### config.mk
export PLATFORM = sky130hd
export DESIGN_NAME = tick_ratio_meter_flat
export DESIGN_NICKNAME = d
export VERILOG_FILES = /design/src/rtl/tick_ratio_meter_if.sv /design/src/rtl/tick_ratio_meter.sv /design/src/flat_wrapper.sv
export SDC_FILE = /design/constraint.sdc
export NUM_CORES = 1
export LEC_CHECK = 0
export ABC_AREA = 1
export CORE_ASPECT_RATIO = 0.5
export CORE_MARGIN = 2
export CORE_UTILIZATION = 60
export CTS_BUF_LIST = sky130_fd_sc_hd__clkbuf_8
export DETAILED_ROUTE_END_ITERATION = 10
export GPL_TIMING_DRIVEN = 0
export PLACE_DENSITY = 0.94
export SLEW_MARGIN = 20
export SYNTH_ARGS = -nofsm -noshare
export SYNTH_HDL_FRONTEND = slang
export SYNTH_SLANG_ARGS = --single-unit
### constraint.sdc
create_clock -name clk -period 4.1 [get_ports clk]
set_input_delay 0.82 -clock clk [delete_from_list [all_inputs] [get_ports clk]]
set_output_delay 0.82 -clock clk [all_outputs]
set_load 0.05 [all_outputs]
### src/rtl/tick_ratio_meter_if.sv
// Result channel of the tick ratio meter: the window count with its flags,
// published under a valid/ready handshake.
interface tick_ratio_meter_if #(
  parameter int unsigned CNT_W = 16
) ();
  logic [CNT_W-1:0] count_out;
  logic             count_valid;
  logic             count_ready;
  logic             in_range;
  logic             overflow;
  logic             dropped;

  modport master (
    output count_out,
    output count_valid,
    input  count_ready,
    output in_range,
    output overflow,
    output dropped
  );

  modport slave (
    input  count_out,
    input  count_valid,
    output count_ready,
    input  in_range,
    input  overflow,
    input  dropped
  );
endinterface

### src/rtl/tick_ratio_meter.sv
// Counts tick rising edges between consecutive gate rising edges and
// publishes each completed window's count with range and overflow flags.
//
// state        | meaning
// -------------+------------------------------------------------------------
// S_WAIT_GATE  | no window open yet; ticks ignored, first gate edge opens one
// S_COUNT      | window open; ticks counted, each gate edge closes + reopens
module tick_ratio_meter #(
  parameter int unsigned CNT_W       = 16,
  parameter int unsigned SYNC_STAGES = 2,
  parameter int unsigned EXPECT_LO   = 119,
  parameter int unsigned EXPECT_HI   = 121
) (
  input  logic               clk,
  input  logic               reset_n,
  input  logic               gate_in,
  input  logic               tick_in,
  tick_ratio_meter_if.master res
);

  localparam int unsigned      FILL_W  = $clog2(SYNC_STAGES + 1);
  localparam logic [CNT_W-1:0] CNT_MAX = '1;

  typedef enum logic {
    S_WAIT_GATE = 1'b0,
    S_COUNT     = 1'b1
  } state_t;

  logic [SYNC_STAGES-1:0] r_gate_sync;
  logic [SYNC_STAGES-1:0] r_tick_sync;
  logic                   r_gate_prev;
  logic                   r_tick_prev;
  logic                   r_gate_armed;
  logic                   r_tick_armed;
  logic [FILL_W-1:0]      r_fill_cnt;

  state_t                 r_state;
  state_t                 w_state_nxt;
  logic [CNT_W-1:0]       r_cnt;
  logic                   r_win_ovf;
  logic [CNT_W-1:0]       w_cnt_nxt;
  logic                   w_ovf_nxt;
  logic [CNT_W-1:0]       w_tick_cnt;
  logic                   w_tick_ovf;
  logic                   w_capture;

  logic [CNT_W-1:0]       r_count_out;
  logic                   r_valid;
  logic                   r_in_range;
  logic                   r_overflow;
  logic                   r_dropped;

  logic                   w_gate_synced;
  logic                   w_tick_synced;
  logic                   w_filled;
  logic                   w_gate_stb;
  logic                   w_tick_stb;
  logic [31:0]            w_cnt_ext;
  logic                   w_cap_in_range;
  logic                   w_load;

  assign w_gate_synced = r_gate_sync[SYNC_STAGES-1];
  assign w_tick_synced = r_tick_sync[SYNC_STAGES-1];
  assign w_filled      = (r_fill_cnt == '0);

  // An input already high when reset releases must not look like an edge,
  // so strobes stay disarmed until the flushed chain has shown a low level.
  assign w_gate_stb = w_gate_synced & ~r_gate_prev & r_gate_armed;
  assign w_tick_stb = w_tick_synced & ~r_tick_prev & r_tick_armed;

  // Synchroniser chains, edge registers and the arming logic.
  always_ff @(posedge clk or negedge reset_n) begin
    if (!reset_n) begin
      r_gate_sync  <= '0;
      r_tick_sync  <= '0;
      r_gate_prev  <= 1'b0;
      r_tick_prev  <= 1'b0;
      r_gate_armed <= 1'b0;
      r_tick_armed <= 1'b0;
      r_fill_cnt   <= FILL_W'(SYNC_STAGES);
    end else begin
      r_gate_sync <= {r_gate_sync[SYNC_STAGES-2:0], gate_in};
      r_tick_sync <= {r_tick_sync[SYNC_STAGES-2:0], tick_in};
      r_gate_prev <= w_gate_synced;
      r_tick_prev <= w_tick_synced;
      if (!w_filled) begin
        r_fill_cnt <= r_fill_cnt - FILL_W'(1);
      end else begin
        r_gate_armed <= r_gate_armed | ~w_gate_synced;
        r_tick_armed <= r_tick_armed | ~w_tick_synced;
      end
    end
  end

  // FSM state and window counter registers.
  always_ff @(posedge clk or negedge reset_n) begin
    if (!reset_n) begin
      r_state   <= S_WAIT_GATE;
      r_cnt     <= '0;
      r_win_ovf <= 1'b0;
    end else begin
      r_state   <= w_state_nxt;
      r_cnt     <= w_cnt_nxt;
      r_win_ovf <= w_ovf_nxt;
    end
  end

  // Next state, counter update and capture request. A tick coinciding with
  // the closing gate edge belongs to the closing window.
  always_comb begin
    w_state_nxt = r_state;
    w_cnt_nxt   = r_cnt;
    w_ovf_nxt   = r_win_ovf;
    w_capture   = 1'b0;
    w_tick_cnt  = r_cnt;
    w_tick_ovf  = r_win_ovf;
    if (w_tick_stb) begin
      if (r_cnt == CNT_MAX) begin
        w_tick_ovf = 1'b1;
      end else begin
        w_tick_cnt = r_cnt + CNT_W'(1);
      end
    end
    case (r_state)
      S_WAIT_GATE: begin
        if (w_gate_stb) begin
          w_state_nxt = S_COUNT;
          w_cnt_nxt   = '0;
          w_ovf_nxt   = 1'b0;
        end
      end
      S_COUNT: begin
        w_cnt_nxt = w_tick_cnt;
        w_ovf_nxt = w_tick_ovf;
        if (w_gate_stb) begin
          w_capture = 1'b1;
          w_cnt_nxt = '0;
          w_ovf_nxt = 1'b0;
        end
      end
      default: begin
        w_state_nxt = S_WAIT_GATE;
      end
    endcase
  end

  assign w_cnt_ext      = 32'(w_tick_cnt);
  assign w_cap_in_range = ~w_tick_ovf & (w_cnt_ext >= EXPECT_LO) & (w_cnt_ext <= EXPECT_HI);
  assign w_load         = w_capture & (~r_valid | res.count_ready);

  // Result holding register and handshake; a capture that finds the
  // previous result still unread is discarded and reported on dropped.
  always_ff @(posedge clk or negedge reset_n) begin
    if (!reset_n) begin
      r_count_out <= '0;
      r_valid     <= 1'b0;
      r_in_range  <= 1'b0;
      r_overflow  <= 1'b0;
      r_dropped   <= 1'b0;
    end else begin
      r_dropped <= w_capture & r_valid & ~res.count_ready;
      if (w_load) begin
        r_count_out <= w_tick_cnt;
        r_in_range  <= w_cap_in_range;
        r_overflow  <= w_tick_ovf;
        r_valid     <= 1'b1;
      end else if (r_valid && res.count_ready) begin
        r_valid <= 1'b0;
      end
    end
  end

  assign res.count_out   = r_count_out;
  assign res.count_valid = r_valid;
  assign res.in_range    = r_in_range;
  assign res.overflow    = r_overflow;
  assign res.dropped     = r_dropped;

endmodule
### src/flat_wrapper.sv
// flat-port wrapper written by rule: the top's interface ports become plain ports
module tick_ratio_meter_flat 
#(
  parameter int unsigned CNT_W       = 16,
  parameter int unsigned SYNC_STAGES = 2,
  parameter int unsigned EXPECT_LO   = 119,
  parameter int unsigned EXPECT_HI   = 121
)
  (clk, reset_n, gate_in, tick_in, res_count_out, res_count_valid, res_count_ready, res_in_range, res_overflow, res_dropped);
  tick_ratio_meter_if #(.CNT_W(CNT_W)) res_i ();
  input  logic clk;
  input  logic reset_n;
  input  logic gate_in;
  input  logic tick_in;
  output wire logic [$bits(res_i.count_out)-1:0] res_count_out;
  output wire logic [$bits(res_i.count_valid)-1:0] res_count_valid;
  input wire logic [$bits(res_i.count_ready)-1:0] res_count_ready;
  output wire logic [$bits(res_i.in_range)-1:0] res_in_range;
  output wire logic [$bits(res_i.overflow)-1:0] res_overflow;
  output wire logic [$bits(res_i.dropped)-1:0] res_dropped;
  assign res_count_out = res_i.count_out;
  assign res_count_valid = res_i.count_valid;
  assign res_i.count_ready = res_count_ready;
  assign res_in_range = res_i.in_range;
  assign res_overflow = res_i.overflow;
  assign res_dropped = res_i.dropped;
  tick_ratio_meter #(.CNT_W(CNT_W), .SYNC_STAGES(SYNC_STAGES), .EXPECT_LO(EXPECT_LO), .EXPECT_HI(EXPECT_HI)) u_core (.clk(clk), .reset_n(reset_n), .gate_in(gate_in), .tick_in(tick_in), .res(res_i));
endmodule
==> run metrics <==
synthesis-stage register bit count between 40 and 50; vias per cell around 5.8; setup violators final 0; clk buf depth 2; outcome completed; pins over their slew limit 0; antenna cells 0; clk_skew just under 0.007 ns; cell taking the most area after synthesis dfrtp_1; DRC 0; cell area after synthesis ~2400 um2; input/output buffers 24; RSZ-0062 raised after global routing false; Vias 2258; root buffer cell clkbuf_8; overall die width between 90 and 100 um; Syn-to-layout area delta 17.3%; Synthesized Nets roughly 310; H-Tree Depth 2; Setup Total Neg Slack 0 ns; # IOs 25; nets@finish approximately 340; Die Span Y slightly below 50 um; Final Wtd Congestion about 0.97; post-CTS sizing 0; power density over the cells a little over 400 nW/um2; slowest stage delay, CP between 0.8 and 0.9 ns; maximum VDD drop ~0.28 mV; Post-Synthesis Cells a little over 300; worst-path fanout max 2; minimum clock period around 2.4 ns; cell chain of the critical path clkdlybuf4s50_1; Worst setup SP type flip-flop; total CTS buffers 5; routed wire length approximately 6200 um; layout cell share with drive strength beyond 1 a little under a tenth; Design Area, Final 2840 um2; count leader, synth nand2_1; leak pwr roughly 1.3 nW; Slew @ Worst Pin 0.598 ns; Detail Placement HPWL between 4000 and 5000 um; initial core utilization between 60 and 70%; worst skew pair latency a little over 0.3 ns; most frequent cells after synthesis nand2_1, dfrtp_1, inv_1; Yosys top cell area share 48.7%; WP data required between 3 and 4 ns; Num Clock Sinks 48; CTS Hold Bufs 0; Primary FF master, synth dfrtp_1; Routed WL per cell 15.9 um; # rows 16; Reg clk slew, reported paths around 0.090 ns; worst path bufs/invs 1; drt initial violations 277; CTS tree yes; Slew Limit Headroom roughly three fifths; critical path arrival roughly 1.5 ns; Pre-antenna DRT Iters 5; largest net degree at the start of global routing 26; placed cells 381; DRT antenna net count 0; Final Power between 1 and 1.5 mW; ys async rst share 100%; synth warn 0; maximum clock rate between 400 and 500 MHz; global-route wire length before repair between 10000 and 15000 um; Setup Fix Bufs, Post-CTS 0; overflow left after global routing 0; Seq/Total Area, Yosys between 40% and 50%; vias in the first global route 2082; endpoints failing hold 0; CORE AREA 3880 um2; Top Family by Delay on Critical Path buffers and inverters; Post-synth EDFFs 0; Crit-path slowest cell clkdlybuf4s50_1; Worst setup EP type output port; GRT Total Usage 29.3%; Syn Area/Cell between 8 and 9 um2; Non-Filler Instances approximately 390; Final period util a little under three fifths; initial antenna violation count 0; area of the die 4580 um2; Setup CP Type reg2out; Placed Area ~2700 um2; worst min path class reg2reg; leading post-synthesis cells by cell area dfrtp_1, nand2_1, inv_1; Yosys cell types 30; max-cap violations 0
==> power breakdown <==
group / internal, mW / switching (mW) / total [mW]
Sequential: 0.514 / 0.0360 / 0.550
Clock: 0.138 / 0.174 / 0.312
Combinational: 0.0849 / 0.193 / 0.278
==> placed cells by master (no fill, tap or decap) <==
cell	n
o21bai_1	2
dfstp_2	1
nor3_2	1
nand3_1	25
inv_1	39
ha_1	2
nand4_1	7
nand2_4	1
o21ai_1	1
buf_4	1
xnor2_1	2
o21bai_2	1
o21a_1	2
dfrtp_1	47
o21ai_0	22
xor2_1	3
buf_1	1
a21oi_2	1
buf_2	2
o22ai_1	15
nand3_2	2
clkinv_2	1
nor3_1	1
nor2_4	3
nand2_1	82
clkbuf_8	6
inv_6	1
inv_2	2
nand2_2	4
nor2_1	24
clkinv_1	1
nor2_2	4
clkdlybuf4s50_1	23
buf_12	1
clkbuf_1	4
==> stage by stage <==
step | hold slack [ns] | utilization [%] | setup WS [ns]
6_report | 0.355 | 73.0 | 1.74
5_1_grt | 0.376 | 73.0 | 1.72
4_1_cts | 0.363 | 73.0 | 1.77
3_5_place_dp | 0.340 | 70.5 | 1.73
3_3_place_gp | 0.334 | 70.1 | 0.962
2_1_floorplan | 0.331 | - | 2.39
==> cells by family after synthesis <==
group | count (synthesis) | share of synthesized area [%]
buf+inv | 49 | 7.82
simple gates | 154 | 28.8
xor+xnor | 5 | 1.81
fa+ha+maj | 2 | 1.04
flops | 48 | 49.8
compound gates | 44 | 10.7
==> flip-flops by register name, summed over array words and instances, names as in the netlist, 2 cells and up <==
name and flops:
u_core.res.count_out 16, u_core.r_gate_sync 2, u_core.r_cnt 16, u_core.r_tick_sync 2, u_core.r_fill_cnt 2
==> per-layer routing <==
metal  track usage [%]  vias to the layer above  wire length [um]
met5                 0                        -                 0
met4              8.45                        0               137
met3              10.2                       23               650
met2              46.3                      141              2820
met1              38.8                     1055              2560
li1                  -                     1039                 -
==> worst paths after layout <==
kind,start,to,slack [ns],cells after the start
setup / recovery,u_core.res.count_out[12],res_count_out[12],1.74,1
hold / removal,u_core.r_gate_sync[0],u_core.r_gate_sync[1],0.35,0
setup reg to reg,u_core.r_cnt[1],u_core.res.in_range,1.92,13
hold reg to reg,u_core.r_gate_sync[0],u_core.r_gate_sync[1],0.35,0
max in group asynchronous,reset_n,u_core.res.count_out[4],3.10,2
min in group asynchronous,reset_n,u_core.r_gate_sync[1],0.48,1
==> worst register-to-register path, stage by stage (launching register included) <==
cell	delay [ns]
dfrtp_1	0.45
ha_1	0.29
nand2_1	0.09
nor2_2	0.19
nand2_2	0.11
inv_2	0.08
nand2_4	0.10
nand3_2	0.08
nand2_1	0.12
nor2_1	0.15
nand2_1	0.08
nor2_2	0.10
nand3_1	0.13
o21bai_2	0.13
==> area by class of cell <==
class	instances	area, um2
flip-flops and latches	48	1200
well taps	54	67.6
multi-input cells	205	1020
plain buffers	7	31.3
fillers	271	1050
clock inverters	2	13.8
inverters	42	158
repair buffers	25	255
clock buffers	6	82.6
Note: power is estimated with default switching activity, not from simulation.
